**src/rtl/div32_seq.sv**
```systemverilog
// Multi-cycle radix-2 restoring divider: one quotient bit per cycle via a WIDTH+1-bit trial subtract.
// Signed support (magnitude conversion and final negation) is built only when DIV_SIGNED_EN is defined.
module div32_seq #(
   parameter int WIDTH = 32
) (
   input  logic             clk,
   input  logic             rst,
   input  logic             start,
   input  logic             is_signed,
   input  logic [WIDTH-1:0] dividend,
   input  logic [WIDTH-1:0] divisor,
   output logic             busy,
   output logic             done,
   output logic [WIDTH-1:0] quotient,
   output logic [WIDTH-1:0] remainder,
   output logic             div_by_zero
);

   localparam int CW = $clog2(WIDTH + 1);

   typedef enum logic [1:0] {IDLE, CALC, DONE} state_t;

   state_t           state;
   logic [WIDTH-1:0] rem_work, quo_work, dvsr_mag;
   logic [CW-1:0]    cnt;

   logic [WIDTH-1:0] dvd_mag, dvs_mag;
   logic [WIDTH:0]   rem_sh, trial;
   logic [WIDTH-1:0] rem_next, quo_next;
   logic [WIDTH-1:0] q_fix, r_fix;
   logic             last_step;

   // The shifted partial remainder is below 2*divisor, so a non-negative trial always fits in WIDTH bits.
   always_comb begin
      rem_sh = {rem_work, quo_work[WIDTH-1]};
      trial  = rem_sh - {1'b0, dvsr_mag};
      if (!trial[WIDTH]) begin
         rem_next = trial[WIDTH-1:0];
         quo_next = {quo_work[WIDTH-2:0], 1'b1};
      end else begin
         rem_next = rem_sh[WIDTH-1:0];
         quo_next = {quo_work[WIDTH-2:0], 1'b0};
      end
   end

   assign last_step = (cnt == CW'(WIDTH - 1));

`ifdef DIV_SIGNED_EN
   logic dvd_neg, dvs_neg;
   logic neg_q, neg_r;

   assign dvd_neg = is_signed & dividend[WIDTH-1];
   assign dvs_neg = is_signed & divisor[WIDTH-1];
   assign dvd_mag = dvd_neg ? -dividend : dividend;
   assign dvs_mag = dvs_neg ? -divisor  : divisor;
   assign q_fix   = neg_q ? -quo_next : quo_next;
   assign r_fix   = neg_r ? -rem_next : rem_next;

   always_ff @(posedge clk or posedge rst) begin
      if (rst) begin
         neg_q <= 1'b0;
         neg_r <= 1'b0;
      end else if (state == IDLE && start) begin
         neg_q <= dvd_neg ^ dvs_neg;
         neg_r <= dvd_neg;
      end
   end
`else
   logic unused_is_signed;

   assign unused_is_signed = is_signed;
   assign dvd_mag = dividend;
   assign dvs_mag = divisor;
   assign q_fix   = quo_next;
   assign r_fix   = rem_next;
`endif

   always_ff @(posedge clk or posedge rst) begin
      if (rst) begin
         state       <= IDLE;
         busy        <= 1'b0;
         done        <= 1'b0;
         quotient    <= '0;
         remainder   <= '0;
         div_by_zero <= 1'b0;
         cnt         <= '0;
         rem_work    <= '0;
         quo_work    <= '0;
         dvsr_mag    <= '0;
      end else begin
         case (state)
            IDLE: begin
               done <= 1'b0;
               if (start) begin
                  if (divisor == '0) begin
                     quotient    <= '1;
                     remainder   <= dividend;
                     div_by_zero <= 1'b1;
                     done        <= 1'b1;
                     state       <= DONE;
                  end else begin
                     rem_work    <= '0;
                     quo_work    <= dvd_mag;
                     dvsr_mag    <= dvs_mag;
                     cnt         <= '0;
                     div_by_zero <= 1'b0;
                     busy        <= 1'b1;
                     state       <= CALC;
                  end
               end
            end
            CALC: begin
               rem_work <= rem_next;
               quo_work <= quo_next;
               cnt      <= cnt + 1'b1;
               if (last_step) begin
                  quotient  <= q_fix;
                  remainder <= r_fix;
                  busy      <= 1'b0;
                  done      <= 1'b1;
                  state     <= DONE;
               end
            end
            DONE: begin
               done  <= 1'b0;
               state <= IDLE;
            end
            default: state <= IDLE;
         endcase
      end
   end

endmodule

```
**config.mk**
```make
export PLATFORM = sky130hd
export DESIGN_NAME = div32_seq
export DESIGN_NICKNAME = d
export VERILOG_FILES = /design/src/rtl/div32_seq.sv
export SDC_FILE = /design/constraint.sdc
export NUM_CORES = 1
export LEC_CHECK = 0
export BUFFER_PORTS_ARGS = -buffer_cell sky130_fd_sc_hd__clkbuf_2
export CORE_MARGIN = 5
export CORE_UTILIZATION = 45
export CTS_CLUSTER_SIZE = 20
export DETAILED_ROUTE_END_ITERATION = 8
export SETUP_SLACK_MARGIN = 0.2
export SLEW_MARGIN = 20
export SYNTH_ARGS = -nofsm -noshare
export SYNTH_HDL_FRONTEND = slang
export SYNTH_SLANG_ARGS = --single-unit
```
**constraint.sdc**
```tcl
create_clock -name clk -period 9.4 [get_ports clk]
set_input_delay 0.94 -clock clk [delete_from_list [all_inputs] [get_ports clk]]
set_output_delay 0.94 -clock clk [all_outputs]
set_load 0.01 [all_outputs]
```
==> flow_metrics.py <==
metrics = {
    "yosys": {
        "ys_seq_elements": 171,
        "async_reset_ff_share_pct": 100,
        "synth_top_flop_cell": "dfrtp_1",
        "synth_area_leaders": "dfrtp_1, mux2i_1, nand2_1, ha_1, a21oi_1",
        "syn_avg_cell_area_um2": 9.12,
        "yosys.area.top_type_share_pct": 43.9,
        "syn_inst": 1069,
        "yosys_warnings": 0,
        "yosysSeqAreaShare_pct": 43.9,
        "synthesis.nets": 1174,
        "netlist_area_mm2": 0.00975,
        "yosysUniqueCellTypes": 75,
        "yosys.area.top_type": "dfrtp_1",
        "synth_edf_count": 0,
    },
    "placement": {
        "dp_worst_setup_slack_ps": 4410,
        "dp_hpwl_mm": 20.0,
        "place.gp.congestion": 0.917,
        "port_buffers": 133,
    },
    "sta": {
        "slew_headroom_pct": 34.1,
        "setup_ws_ps": 4970,
        "hold_viol_final": 0,
        "finClkSkew_ps": 11.2,
        "tns_ps": 0,
        "period_minus_slack_ps": 4430,
        "rsz0062_at_grt": "no",
        "finalCritPeriodShare_pct": 47.2,
        "finalSetupViolCount": 0,
        "slew_violations": 0,
        "worst_slew_pin_slew_ps": 989,
        "fmax_mhz": 226,
    },
    "finish": {
        "num_antenna_cells": 0,
        "drive_above_1_share_pct": 17.1,
        "fillCellCount": 2021,
        "regArea_mm2": 0.00428,
        "syn_to_final_growth_pct": 14.6,
        "multi_input_area_mm2": 0.00499,
        "mostFrequentLayoutCell": "dfrtp_1",
        "fin_nets": 1266,
        "mostFrequentLayoutCells": "dfrtp_1, clkbuf_2, nand2_1",
    },
    "cts": {
        "cts_sinks": 171,
        "h-tree-depth": 4,
        "post_cts_buffers": 0,
        "cts_resized": 0,
        "ctsHoldBuffers": 0,
        "cts_buffers": 17,
        "insertion_delay_ps": 440,
        "cts.path.max_buffers": 2,
        "cts_tree": "built",
        "clk_pin_slew_worst_paths_ps": 80,
        "cts_root_buffer": "clkbuf_16",
    },
    "drt": {
        "finalWirelength_mm": 27.5,
        "num_vias": 8366,
        "drc": 0,
        "vias_per_cell": 5.77,
        "ant_nets": 0,
        "routedWlPerCell_um": 19.0,
        "drt_first_pass_iters": 5,
        "drt-initial-drc-count": 610,
    },
    "floorplanning": {
        "die_w_um": 157,
        "start_util_pct": 46.1,
        "die_h_um": 157,
        "dieArea_mm2": 0.0247,
        "rows": 53,
        "core_mm2": 0.0212,
        "pin_count": 135,
    },
    "worst_setup_path": {
        "crit_type": "input port to flop",
        "crit_slowest_cell": "nor4_4",
        "path_buf_inv": 2,
        "worstSetupEndpointType": "flop",
        "critPathMaxStageDelay_ps": 680,
        "cp_max_fo": 61,
        "arrival_ps": 4720,
        "cp_data_required_time_ps": 9680,
        "crit_chain": "clkbuf_2 -> nor4_1 -> nand4_1 -> nor4_4 -> o21a_2 -> buf_4 -> nand2_2 -> o31ai_1 -> a31oi_1",
        "critPathTopFamily": "simple AND/OR/NAND/NOR gates",
        "start_kind": "input port",
    },
    "status": {
        "outcome": "finished clean",
    },
    "power": {
        "worst_ir_drop_vdd_mv": 0.180,
        "leakage_nw": 4.92,
        "p_per_area_mw_per_mm2": 346,
    },
    "worst_hold_path": {
        "hold_class": "flop to flop",
    },
    "grt": {
        "grt_pass1_wl_mm": 44.0,
        "grt.overflow.total": 0,
        "grt_start_max_net_pins": 94,
        "grt.total_usage_pct": 22.5,
        "first_global_vias": 7742,
        "antenna_found_initial": 0,
    },
    "flow_run": {
        "cap_viol_max_count": 0,
    },
}
-- synthesized netlist by cell type (all sizes together) (14+ instances only) --
cell    instances
a31oi          32
xnor2          20
or3            15
dfrtp         171
o21ai          98
buf            28
inv            48
nand4          14
o22a           31
o211ai         15
mux2i          50
clkbuf         42
nand3          28
nand2         130
a21oi          84
o31ai          16
a21o           14
ha             36
nor2           79
-- routing by layer --
metal	wire, µm	up-vias	GRT usage [%]
met5	0	-	0
met4	350	0	5.41
met1	14200	4048	36.6
li1	-	4032	-
met3	1610	25	3.55
met2	11400	261	31.1
-- report_power, final --
group          internal (mW)  switching [mW]  total (mW)
Clock                  0.391           0.364       0.755
Sequential              1.03           0.188        1.21
Combinational          0.705            1.19        1.89
Total                   2.12            1.74        3.86
-- stage by stage --
stage	hold slack (ps)	power (mW)	cell area (µm²)	util, %	std cells
2_1_floorplan	466	2.56	9750	-	1069
3_3_place_gp	480	3.09	10500	49.8	1417
5_1_grt	526	4.16	11200	52.8	1449
4_1_cts	508	3.88	11200	52.8	1449
3_5_place_dp	491	3.11	10500	49.8	1417
6_report	497	3.86	11200	52.8	1449
-- state kept, by name (all words and copies together) (netlist names), 2 cells and up --
signal	count
remainder	32
cnt	6
quotient	32
state	2
quo_work	32
rem_work	32
dvsr_mag	32
-- worst paths after layout --
path                                          start                        end  slack, ps  depth (start not counted)
hold reg to reg             div_by_zero$_DFFE_PP0P_    div_by_zero$_DFFE_PP0P_        500                          2
setup / recovery                        divisor[24]  remainder[29]$_DFFE_PP0P_       4970                          9
hold / removal              div_by_zero$_DFFE_PP0P_    div_by_zero$_DFFE_PP0P_        500                          2
max in group asynchronous                       rst   remainder[4]$_DFFE_PP0P_       7670                          3
min in group asynchronous                       rst    quotient[7]$_DFFE_PP0P_        560                          2
setup reg to reg           quo_work[31]$_DFFE_PP0P_  remainder[11]$_DFFE_PP0P_       5310                         12
-- worst register-to-register path, stage by stage, from the launching register on --
cell and delay (ps):
dfrtp_1 410, inv_1 80, ha_1 230, fa_1 400, nand2b_1 210, a211oi_1 530, o211ai_2 210, nand2_2 130
o21ai_4 220, xnor2_2 440, buf_4 420, mux2i_1 500, o211ai_1 150
-- layout make-up --
| class | instances | area share [%] |
|---|---|---|
| Inverter | 49 | 1.69 |
| Timing Repair Buffer | 143 | 6.63 |
| Sequential cell | 171 | 38.3 |
| Clock inverter | 15 | 1.90 |
| Multi-Input combinational cell | 779 | 44.6 |
| Clock buffer | 17 | 3.81 |
| Tap cell | 275 | 3.08 |
-- cell families (layout without fill, tap and decap cells) --
logic type	after synthesis	count (layout)	share of synthesized area (%)
AOI/OAI and AO/OA	337	337	22.0
xor gates and xnor gates	30	30	2.96
adders and majority gates	37	37	4.82
buffers and inverters	119	224	5.39
DFF	171	171	43.9
muxes	52	52	5.40
and+or+nand+nor	323	323	15.5
Power figures use the tool's default switching activity.
